File: config.mk
export PLATFORM = sky130hd
export DESIGN_NAME = display_mux
export DESIGN_NICKNAME = d
export VERILOG_FILES = /design/src/rtl/display_pkg.sv /design/src/rtl/seg_decoder.sv /design/src/rtl/display_mux.sv
export SDC_FILE = /design/constraint.sdc
export NUM_CORES = 1
export LEC_CHECK = 0
export BUFFER_PORTS_ARGS = -buffer_cell sky130_fd_sc_hd__buf_2
export CAP_MARGIN = 20
export CORE_UTILIZATION = 60
export DETAILED_ROUTE_END_ITERATION = 10
export GPL_ROUTABILITY_DRIVEN = 0
export PLACE_DENSITY = 0.82
export RECOVER_POWER = 50
export SKIP_CTS_REPAIR_TIMING = 1
export SYNTH_ARGS = -nofsm -noshare
export SYNTH_HDL_FRONTEND = slang
export SYNTH_SLANG_ARGS = --single-unit
File: constraint.sdc
create_clock -name clk -period 7.2 [get_ports clk]
set_clock_uncertainty 0.05 [all_clocks]
set_input_delay 0.72 -clock clk [delete_from_list [all_inputs] [get_ports clk]]
set_output_delay 0.72 -clock clk [all_outputs]
set_load 0.05 [all_outputs]
File: src/rtl/display_pkg.sv
// rtl/display_pkg.sv - shared glyph table and brightness width for the display scanner
package display_pkg;

    localparam int BRIGHT_W = 4;

    // Active-low segment patterns, bit 7 = dp (off), bits 6:0 = g..a
    localparam logic [7:0] SEG_0     = 8'hC0;
    localparam logic [7:0] SEG_1     = 8'hF9;
    localparam logic [7:0] SEG_2     = 8'hA4;
    localparam logic [7:0] SEG_3     = 8'hB0;
    localparam logic [7:0] SEG_4     = 8'h99;
    localparam logic [7:0] SEG_5     = 8'h92;
    localparam logic [7:0] SEG_6     = 8'h82;
    localparam logic [7:0] SEG_7     = 8'hF8;
    localparam logic [7:0] SEG_8     = 8'h80;
    localparam logic [7:0] SEG_9     = 8'h90;
    localparam logic [7:0] SEG_A     = 8'h88;
    localparam logic [7:0] SEG_B     = 8'h83;
    localparam logic [7:0] SEG_C     = 8'hC6;
    localparam logic [7:0] SEG_D     = 8'hA1;
    localparam logic [7:0] SEG_E     = 8'h86;
    localparam logic [7:0] SEG_F     = 8'h8E;
    localparam logic [7:0] SEG_BLANK = 8'hFF;

endpackage

File: src/rtl/seg_decoder.sv
// rtl/seg_decoder.sv - combinational nybble to active-low 7-segment glyph
module seg_decoder
    import display_pkg::*;
(
    input  logic [3:0] nybble,
    output logic [6:0] seg
);

    always_comb begin
        seg = SEG_BLANK[6:0];
        case (nybble)
            4'h0: seg = SEG_0[6:0];
            4'h1: seg = SEG_1[6:0];
            4'h2: seg = SEG_2[6:0];
            4'h3: seg = SEG_3[6:0];
            4'h4: seg = SEG_4[6:0];
            4'h5: seg = SEG_5[6:0];
            4'h6: seg = SEG_6[6:0];
            4'h7: seg = SEG_7[6:0];
            4'h8: seg = SEG_8[6:0];
            4'h9: seg = SEG_9[6:0];
            4'hA: seg = SEG_A[6:0];
            4'hB: seg = SEG_B[6:0];
            4'hC: seg = SEG_C[6:0];
            4'hD: seg = SEG_D[6:0];
            4'hE: seg = SEG_E[6:0];
            4'hF: seg = SEG_F[6:0];
            default: seg = SEG_BLANK[6:0];
        endcase
    end

endmodule

File: src/rtl/display_mux.sv
// rtl/display_mux.sv - multiplexed 7-segment scanner with PWM brightness and leading-zero blanking
module display_mux
    import display_pkg::*;
#(
    parameter int NUM_DIGITS    = 4,
    parameter int PHASE_DIV     = 6250,
    parameter bit BLANK_LEADING = 1'b1
) (
    input  logic                    clk,
    input  logic                    rst_n,
    input  logic                    enable,
    input  logic [4*NUM_DIGITS-1:0] number,
    input  logic [NUM_DIGITS-1:0]   dp,
    input  logic [BRIGHT_W-1:0]     brightness,
    output logic [NUM_DIGITS-1:0]   io_sel,
    output logic [7:0]              io_seg,
    output logic                    frame_tick
);

    localparam int PRESC_W = (PHASE_DIV > 1) ? $clog2(PHASE_DIV) : 1;
    localparam int IDX_W   = (NUM_DIGITS > 1) ? $clog2(NUM_DIGITS) : 1;
    localparam logic [PRESC_W-1:0] PRESC_LAST = PRESC_W'(PHASE_DIV - 1);
    localparam logic [IDX_W-1:0]   IDX_LAST   = IDX_W'(NUM_DIGITS - 1);

    logic [PRESC_W-1:0]      presc;
    logic [3:0]              phase;
    logic [IDX_W-1:0]        idx;
    logic [4*NUM_DIGITS-1:0] snap_num;
    logic [NUM_DIGITS-1:0]   snap_dp;
    logic [BRIGHT_W-1:0]     snap_bri;
    logic                    snap_pending;

    logic presc_wrap;
    logic phase_wrap;
    logic frame_wrap;
    logic slot_first;
    logic lit;

    logic [3:0]            cur_nyb;
    logic                  cur_dp;
    logic                  cur_blank;
    logic [6:0]            cur_glyph;
    logic [NUM_DIGITS-1:0] blank_mask;
    logic [NUM_DIGITS-1:0] sel_next;

    assign presc_wrap = (presc == PRESC_LAST);
    assign phase_wrap = presc_wrap && (phase == 4'hF);
    assign frame_wrap = phase_wrap && (idx == IDX_LAST);

    // The first cycle of every slot stays dark so the previous digit's segments never ghost
    assign slot_first = (presc == '0) && (phase == 4'h0);
    assign lit        = !slot_first && (phase <= snap_bri);

    assign cur_nyb   = snap_num[{idx, 2'b00} +: 4];
    assign cur_dp    = snap_dp[idx];
    assign cur_blank = blank_mask[idx];

    seg_decoder u_seg_decoder (
        .nybble (cur_nyb),
        .seg    (cur_glyph)
    );

    // A digit is blank when it and every digit above it is zero; digit 0 always shows
    always_comb begin
        logic all_zero;
        all_zero   = 1'b1;
        blank_mask = '0;
        for (int i = NUM_DIGITS - 1; i >= 1; i--) begin
            all_zero      = all_zero && (snap_num[4*i +: 4] == 4'h0);
            blank_mask[i] = all_zero && BLANK_LEADING;
        end
    end

    always_comb begin
        sel_next = '1;
        for (int i = 0; i < NUM_DIGITS; i++) begin
            sel_next[i] = !(lit && (idx == IDX_W'(i)));
        end
    end

    always_ff @(posedge clk or negedge rst_n) begin
        if (!rst_n) begin
            presc        <= '0;
            phase        <= 4'h0;
            idx          <= '0;
            snap_num     <= '0;
            snap_dp      <= '0;
            snap_bri     <= '0;
            snap_pending <= 1'b1;
            io_sel       <= '1;
            io_seg       <= SEG_BLANK;
            frame_tick   <= 1'b0;
        end else begin
            snap_pending <= 1'b0;
            frame_tick   <= enable && frame_wrap;

            // Inputs are sampled only at frame boundaries so a frame never shows a torn value
            if (snap_pending || (enable && frame_wrap)) begin
                snap_num <= number;
                snap_dp  <= dp;
                snap_bri <= brightness;
            end

            if (enable) begin
                presc <= presc_wrap ? '0 : presc + 1'b1;
                if (presc_wrap) begin
                    phase <= phase + 4'd1;
                    if (phase_wrap) begin
                        idx <= frame_wrap ? '0 : idx + 1'b1;
                    end
                end
                io_sel <= sel_next;
                io_seg <= {~cur_dp, cur_blank ? SEG_BLANK[6:0] : cur_glyph};
            end else begin
                io_sel <= '1;
                io_seg <= SEG_BLANK;
            end
        end
    end

endmodule

==> metrics.md, run 1 <==
| Metric | Value |
|---|---|
| Status | `finished with violations` |
| Failing checks | `max-capacitance violations, max-slew violations` |
| Chip Height | `73.3 microns` |
| Row count | `25` |
| Leak Pwr | `1.66 nW` |
| Clock transition at path regs | `0.06 ns` |
| Post-synthesis to final-layout area growth | `15.6%` |
| VDD IR max | `0.151 mV` |
| Post-synth ARST share | `100%` |
| Synthesized flop and latch total | `57` |
| Initial core utilization | `63.3%` |
| CP Class | `in2async` |
| Vias in the first global route | `1946` |
| Grt total ovfl | `0` |
| Nature of the critical path startpoint | `input port` |
| Final core utilization | `73.2%` |
| Final hold violation count | `0` |
| TritonCTS clock tree | `yes` |
| Global-route wire length before repair | `9310 microns` |
| F_max | `0.325 GHz` |
| PortBufs | `39` |
| Synth area leader | `dfrtp_1` |
| Commonest cells after routing, fill and taps aside | `44 x dfrtp_1, 36 x buf_2, 20 x mux2_4` |
| Avg WL per Cell | `15.0 microns` |
| Core area | `4820 sq um` |
| Die ar. | `5370 sq um` |
| Vias per cell | `5.55` |
| Antenna Cells | `0` |
| Max-cap viol count | `1` |
| Root Buffer | `clkbuf_8` |
| Delay-heaviest family, CP | `buffers and inverters` |
| Syn nets | `300` |
| Tcrit/Tclk final | `42.7%` |
| Critical path peak fanout | `57` |
| Clock period minus worst slack | `3.07 ns` |
| TNS Setup | `0 ns` |
| Iteration-0 DRC count of the detailed router | `75` |
| # IOs | `40` |
| Mapped cell area | `3050 sq um` |
| Layout cells sized above 1 | `34.1%` |
| Slowest CP cell | `clkbuf_1` |
| CP cell instances | `buf_2, clkbuf_1` |
| Cell variety after synth | `44` |
| Warnings from Yosys | `0` |
| Largest net degree at the start of global routing | `58` |
| Max H-tree Level | `3` |
| Num CTS Buffers | `9` |
| Chip width | `73.3 microns` |
| All-Layer GR Usage | `23.9%` |
| Cells after Synth | `254` |
| Power Total | `0.904 mW` |
| WL final | `5550 microns` |
| Slew Limit Headroom | `-91.7%` |
| Area contributors post-synth | `dfrtp_1 36%, dfstp_2 11%, mux2_4 9.8%` |
| Commonest non-fill, non-tap cell in the layout | `dfrtp_1` |
| Final setup fails | `0` |
| Share of the synthesized area in the top cell type | `36.1%` |
| DRC | `0` |
| Mapped Avg Cell Area | `12.0 sq um` |
| FF-to-FF setup slack | `4.39 ns` |
| Clock Path Buffers | `2` |
| Seq/Total Area, Yosys | `47.3%` |
| DRT Pass-1 Iters | `4` |
| Routed Antenna Nets | `0` |
| Clock sink total | `57` |
| Number of flops mapped to enable cells by yosys | `0` |
| DP Area | `3290 sq um` |
| Arrival time worst endpoint | `2.85 ns` |
| Critical Path End Type | `asynchronous set/reset pin` |
| Buffers and inverters on the worst path | `2` |
| Worst-Skew Late Latency | `0.35 ns` |
| Worst-margin pin slew | `2.88 ns` |
| Antenna violations before repair | `0` |
| RSZ-0062 raised after global routing | `false` |
| Nets | `343` |
| Slew Viols, Final | `58` |
| WP data required | `6.97 ns` |
| HPWL Detailed | `3810 microns` |
| Synth Flop Type | `dfrtp_1` |
| Via count | `2049` |
| CP peak stage delay | `2.03 ns` |
| Power per cell area | `256 nW/um^2` |
| Worst hold path class | `reg2reg` |
| Design area | `3520 sq um` |
report_power, final:
part | switching (mW) | internal, mW | total (mW)
registers | 0.0334 | 0.358 | 0.391
clock network | 0.125 | 0.237 | 0.362
logic | 0.0837 | 0.0673 | 0.151
cells in the mapped netlist (all sizes together), types with 7 or more instances:
master  instances
xor2            8
mux2           28
dfrtp          44
and3            7
inv            14
nand4           9
dfstp          13
nor2           14
o21ai          13
ha             19
nand2          18
sequential cells by signal, summed over array words and instances (netlist names):
register      count
snap_num         16
presc            13
io_seg            8
io_sel            4
phase             4
snap_bri          4
snap_dp           4
idx               2
frame_tick        1
snap_pending      1
cells by family after synthesis:
group,Yosys count,share of synthesized area [%]
and+or+nand+nor,72,12.8
buffers and inverters,22,3.24
muxes,36,17.5
DFF,57,47.3
xor gates and xnor gates,13,3.73
adders and majority gates,19,7.80
AOI/OAI and AO/OA,34,7.47
other,1,0.123
layer usage:
metal | GRT usage, % | vias to the layer above | wire [microns]
met1 | 33.7 | 990 | 2650
met2 | 33.7 | 56 | 2510
met3 | 7.00 | 16 | 251
li1 | - | 987 | -
met5 | 0 | - | 0
met4 | 11.5 | 0 | 136
final timing paths:
path,start,cells after the start,end
max,rst_n,2,snap_num[7]
min,snap_bri[3],1,snap_bri[3]
max reg2reg,presc[8],5,snap_num[6]
min reg2reg,snap_bri[3],1,snap_bri[3]
max in group clk,presc[8],5,snap_num[6]
min in group asynchronous,rst_n,2,presc[9]
stage by stage:
step                      setup WS (ns)  hold WS [ns]  std cells
final                              4.13         0.463        369
after global routing               3.38         0.478        369
after CTS                          4.42         0.465        369
after detailed placement           4.45         0.451        353
after global placement             4.49         0.431        353
after floorplan                    4.90         0.374        254
area by class of cell:
type / instances / area (sq um)
fillers: 342 / 1290
flip-flops and latches: 57 / 1440
clock inverters: 6 / 105
well taps: 67 / 83.8
repair buffers: 40 / 195
multi-input cells: 175 / 1510
clock buffers: 10 / 138
inverters: 14 / 52.6
Note: power is estimated with default switching activity, not from simulation.
==> run 2, diff against run 1 <==
- ABC_AREA: not set -> 1
- CORE_UTILIZATION: 60 -> 52
- PLACE_DENSITY: 0.82 -> 0.76
- clock period: 7.2 -> 2.6 ns (I/O delays scaled with it)
==> run 2 against run 1 <==
The run now ends clean. Flip-flop and latch count did not move. Register-to-register slack got worse by 3.9 ns. Clock power rose by 130%. Clock-buffer cell count rose by 3. Combinational power rose to 3.4 times the previous value. Sequential share of layout area fell by 1.6 points. Die area rose by 21%. Non-clock buffer count rose by 2.
==> metrics.md, run 2 <==
| Metric | Value |
|---|---|
| Reg2reg start | `idx[0]` |
| Cells after Synth | `421` |
| Warnings from Yosys | `0` |
| Area contributors post-synth | `dfrtp_1 34%, nand2_1 17%, dfstp_2 11%` |
| Final setup fails | `0` |
| Post-synth ARST share | `100%` |
| GR Util met1 | `29.2%` |
| Number of flops mapped to enable cells by yosys | `0` |
| Final Non-Filler Cells | `542` |
| Row count | `28` |
| Most common cell in the netlist | `nand2_1` |
| Chip width | `80.7 microns` |
| Tcrit/Tclk final | `80.2%` |
| Clock period minus worst slack | `2.09 ns` |
| TNS Setup | `0 ns` |
| Register area | `1440 sq um` |
| Post-synthesis to final-layout area growth | `13.8%` |
| CP Class | `reg2reg` |
| Avg WL per Cell | `12.2 microns` |
| Via count | `2839` |
| Power Total | `2.49 mW` |
| Max H-tree Level | `3` |
| Worst-Skew Late Latency | `0.34 ns` |
| Final core utilization | `61.5%` |
| Arrival time worst endpoint | `2.31 ns` |
| Status | `complete, no violations` |
| Routed Antenna Nets | `0` |
| Max-cap viol count | `0` |
| # fillers | `582` |
| Share of the synthesized area in the top cell type | `34.2%` |
| Worst hold path class | `in2reg` |
| Placed instance count | `525` |
| Largest net degree at the start of global routing | `32` |
| Area of the multi-input gates | `1560 sq um` |
| Initial core utilization | `54.1%` |
| Synth area leader | `dfrtp_1` |
| DRC | `0` |
| Vias per cell | `5.24` |
| Met2 GRT Util | `36.3%` |
| PortBufs | `39` |
| Core area | `5960 sq um` |
| # IOs | `40` |
| Clock transition at path regs | `0.07 ns` |
| Worst hold slack | `0.0609 ns` |
| Grt total ovfl | `0` |
| Iteration-0 DRC count of the detailed router | `146` |
| Commonest non-fill, non-tap cell in the layout | `nand2_1` |
| Syn nets | `467` |
| Clock Path Buffers | `2` |
| Largest register FFs | `16` |
| Slew Limit Headroom | `3.57%` |
| Leak Pwr | `1.89 nW` |
| Antenna violations before repair | `0` |
| RSZ-0062 raised after global routing | `false` |
| F_max | `0.479 GHz` |
| Commonest cells after routing, fill and taps aside | `142 x nand2_1, 60 x nand3_1, 44 x dfrtp_1` |
| Critical Path End Type | `flip-flop` |
| Nets | `508` |
| Synthesized flop and latch total | `57` |
| Critical path peak fanout | `14` |
| Layout cells sized above 1 | `16.1%` |
| Mapped cell area | `3220 sq um` |
| Largest Register | `snap_num` |
| Root Buffer | `clkbuf_8` |
| M3 GR Usage | `4.66%` |
| Worst-margin pin slew | `1.45 ns` |
| Die ar. | `6510 sq um` |
| Global route hottest layer | `met2` |
| Chip Height | `80.7 microns` |
| WP data required | `2.82 ns` |
| VDD IR max | `0.350 mV` |
| Final hold violation count | `0` |
| Vias in the first global route | `2578` |
| Power per cell area | `679 nW/um^2` |
| HPWL Detailed | `4790 microns` |
| Nature of the critical path startpoint | `flip-flop` |
| Antenna Cells | `0` |
| Global-route wire length before repair | `11200 microns` |
| TritonCTS clock tree | `yes` |
| Clock sink total | `57` |
| WL final | `6600 microns` |
| Commonest cells in the netlist | `142 x nand2_1, 60 x nand3_1, 44 x dfrtp_1` |
| DRT Pass-1 Iters | `4` |
| Slew Viols, Final | `0` |
| Mapped Avg Cell Area | `7.65 sq um` |
| Hold_sp | `number[12]` |
| Critical path startpoint | `idx[0]` |
| All-Layer GR Usage | `22.7%` |
| Synth Flop Type | `dfrtp_1` |
| Largest regs | `snap_num x16, presc x13, io_seg x8` |
| Num CTS Buffers | `9` |
| Cell variety after synth | `28` |
| Seq/Total Area, Yosys | `44.8%` |
run 2: cell types whose count changed in the layout (fill, tap and decap cells not counted), moves of 5 or more:
cell / change
nand2_1: +124
mux2_4: -20
nand3_1: +56
mux2_2: -8
inv_1: +22
xnor2_1: -5
nor2_1: +26
mux4_2: -5
and3_1: -7
run 2: report_power, final:
| group | internal [mW] | switching (mW) |
|---|---|---|
| Combinational | 0.173 | 0.344 |
| Sequential | 1.01 | 0.121 |
| Clock | 0.492 | 0.348 |
| Total | 1.68 | 0.812 |
run 2: area by class of cell:
class | instances | area share (%)
Inverter | 39 | 4.03
Sequential cell | 57 | 39.4
Tap cell | 75 | 2.56
Clock inverter | 3 | 1.09
Timing Repair Buffer | 42 | 6.18
Clock buffer | 13 | 4.34
Multi-Input combinational cell | 313 | 42.4
run 2: per-stage QoR:
step,area (sq um),worst slack (ns)
2_1_floorplan,3220,0.932
3_3_place_gp,3460,0.655
3_5_place_dp,3460,0.544
4_1_cts,3660,0.530
5_1_grt,3660,0.264
6_report,3660,0.514
run 2: worst paths after layout:
path | slack, ns | endpoint | cells past startpoint
worst max-delay path | 0.51 | io_seg[2] | 10
worst min-delay path | 0.06 | snap_num[12] | 3
worst max register to register | 0.51 | io_seg[2] | 10
worst min register to register | 0.46 | snap_bri[2] | 2
max in group asynchronous | 0.87 | snap_pending | 3
min in group asynchronous | 0.75 | presc[7] | 2
run 2: critical path, cell delays in order, from the launching register on:
cell,delay [ns]
dfrtp_1,0.58
inv_1,0.30
nand2_1,0.13
nand3_1,0.07
nand2_1,0.18
inv_1,0.11
ha_1,0.23
nand3b_1,0.16
nor2_1,0.10
nor2_1,0.05
nand2_1,0.06
run 2: cell families (layout without fill, tap and decap cells):
kind of cell / after synthesis / in the layout / synth area share [%]
fa+ha+maj: 19 / 19 / 7.38
other cells: 1 / 1 / 0.116
compound gates: 22 / 22 / 3.46
xor+xnor: 4 / 4 / 1.09
simple gates: 267 / 267 / 36.3
flops: 57 / 57 / 44.8
buf+inv: 51 / 97 / 6.88
run 2: metal layers:
| metal | vias to the layer above | wire length [microns] |
|---|---|---|
| li1 | 1427 | - |
| met4 | 0 | 133 |
| met5 | - | 0 |
| met2 | 75 | 3090 |
| met3 | 14 | 272 |
| met1 | 1323 | 3110 |
==> run 3, diff against run 2 <==
- CORE_UTILIZATION: 52 -> 58
- PLACE_DENSITY: 0.76 -> 0.8
- clock period: 2.6 -> 2.05 ns (I/O delays scaled with it)
==> run 3 against run 2 <==
Clock-buffer cell count decreased by 1. Sequential share of layout area up 0.16 points. Core utilization is 8.2 points higher. Power up 18%. Via count is 1.8% lower. Design area fell by 0.41%. Maximum frequency increased by 12%. Critical path depth is 1 lower. Register-to-register slack lost 0.33 ns. Clock power rose by 2.9%. First-iteration DRC count rose by 53%. Flip-flop and latch count unchanged.
==> metrics.md, run 3 (same netlist as run 2, synthesis figures left out) <==
| Metric | Value |
|---|---|
| Status | `complete, no violations` |
| Largest Register | `snap_num` |
| Vias per cell | `5.16` |
| Worst hold path class | `in2reg` |
| Nature of the critical path startpoint | `flip-flop` |
| Critical Path End Type | `flip-flop` |
| Clock transition at path regs | `0.06 ns` |
| Tcrit/Tclk final | `91.0%` |
| Final core utilization | `69.7%` |
| Antenna violations before repair | `0` |
| Chip Height | `76.5 microns` |
| Clock Path Buffers | `2` |
| Commonest cells after routing, fill and taps aside | `142 x nand2_1, 60 x nand3_1, 44 x dfrtp_1` |
| Nets | `511` |
| Critical path peak fanout | `10` |
| Worst-margin pin slew | `1.37 ns` |
| Buffers and inverters on the worst path | `2` |
| Clock period minus worst slack | `1.86 ns` |
| Post-synthesis to final-layout area growth | `13.4%` |
| F_max | `0.536 GHz` |
| Slowest CP cell | `dfrtp_1` |
| Grt total ovfl | `0` |
| Area of the multi-input gates | `1560 sq um` |
| DRC | `0` |
| Final Non-Filler Cells | `540` |
| VDD IR max | `0.537 mV` |
| Largest regs | `snap_num x16, presc x13, io_seg x8` |
| Power per cell area | `806 nW/um^2` |
| Commonest non-fill, non-tap cell in the layout | `nand2_1` |
| Placed instance count | `523` |
| Row count | `26` |
| # IOs | `40` |
| Core area | `5240 sq um` |
| Worst hold slack | `0.00374 ns` |
| Worst-Skew Late Latency | `0.34 ns` |
| Via count | `2787` |
| Die ar. | `5850 sq um` |
| Num CTS Buffers | `9` |
| HPWL Detailed | `4700 microns` |
| Largest register FFs | `16` |
| WP data required | `2.28 ns` |
| Max H-tree Level | `3` |
| Vias in the first global route | `2603` |
| Initial core utilization | `61.5%` |
| Leak Pwr | `1.89 nW` |
| Routed Antenna Nets | `0` |
| Chip width | `76.5 microns` |
| Largest net degree at the start of global routing | `34` |
| Max-cap viol count | `0` |
| All-Layer GR Usage | `24.9%` |
| RSZ-0062 raised after global routing | `false` |
| Slew Limit Headroom | `8.69%` |
| Global-route wire length before repair | `11500 microns` |
| Delay-heaviest family, CP | `simple AND/OR/NAND/NOR gates` |
| Register area | `1440 sq um` |
| Arrival time worst endpoint | `2.10 ns` |
| Layout cells sized above 1 | `16.6%` |
| Slew Viols, Final | `0` |
| Clock sink total | `57` |
| Avg WL per Cell | `11.9 microns` |
| Final hold violation count | `0` |
| CP peak stage delay | `0.49 ns` |
| DRT Pass-1 Iters | `4` |
| CP Class | `reg2reg` |
| CP cell instances | `inv_1, nand3_1, nand2_1, inv_1, ha_1, nand3b_1, nor2_1, nor2_1, nand2_1` |
| TNS Setup | `0 ns` |
| Root Buffer | `clkbuf_8` |
| PortBufs | `39` |
| Antenna Cells | `0` |
| TritonCTS clock tree | `yes` |
| # fillers | `436` |
| Final setup fails | `0` |
| WL final | `6400 microns` |
| Iteration-0 DRC count of the detailed router | `223` |
-- run 3: cell count changes in the layout (fill, tap and decap cells not counted) --
cell | before | now
buf_4 | 1 | 3
buf_12 | 1 | 2
inv_2 | 2 | 3
clkbuf_1 | 7 | 8
inv_1 | 36 | 35
clkbuf_8 | 11 | 9
bufinv_16 | 1 | 0
clkinv_2 | 3 | 5
-- run 3: path summary, 6_finish.rpt --
path	slack (ns)	start	endpoint	depth (start not counted)
max	0.19	idx[1]	io_seg[2]	9
min	0.004	brightness[1]	snap_bri[1]	3
max in group asynchronous	0.43	rst_n	snap_pending	3
min in group asynchronous	0.65	rst_n	presc[11]	2
max reg2reg	0.19	idx[1]	io_seg[2]	9
min reg2reg	0.46	snap_bri[2]	snap_bri[2]	2
-- run 3: metal layers --
metal / GRT usage (%) / share of wire (%) / vias up
li1: - / - / 1431
met1: 33.5 / 48 / 1270
met2: 38.6 / 44 / 73
met3: 5.87 / 5.3 / 13
met4: 11.0 / 2.4 / 0
met5: 0 / 0 / -
-- run 3: worst register-to-register path, stage by stage (launching register included) --
cell	delay (ns)
dfrtp_1	0.49
inv_1	0.25
nand3_1	0.11
nand2_1	0.19
inv_1	0.12
ha_1	0.24
nand3b_1	0.17
nor2_1	0.10
nor2_1	0.05
nand2_1	0.05
-- run 3: layout make-up --
class / instances / share of cell area, %
Multi-Input combinational cell: 313 / 42.6
Sequential cell: 57 / 39.5
Timing Repair Buffer: 45 / 7.16
Inverter: 39 / 4.05
Clock buffer: 12 / 3.70
Tap cell: 70 / 2.40
Clock inverter: 4 / 0.549
-- run 3: power by group --
part	switching [mW]	total, mW	internal (mW)
Clock	0.434	0.864	0.430
Sequential	0.148	1.43	1.28
Combinational	0.426	0.647	0.222
Total	1.01	2.94	1.93
-- run 3: per-stage QoR --
| stage | area (sq um) | total power, mW | setup slack, ns |
|---|---|---|---|
| floorplan | 3220 | 1.93 | 0.382 |
| global placement | 3490 | 2.08 | 0.281 |
| detailed placement | 3490 | 2.09 | 0.215 |
| CTS | 3650 | 2.95 | 0.198 |
| global route | 3650 | 3.13 | 0.0331 |
| finish | 3650 | 2.94 | 0.185 |
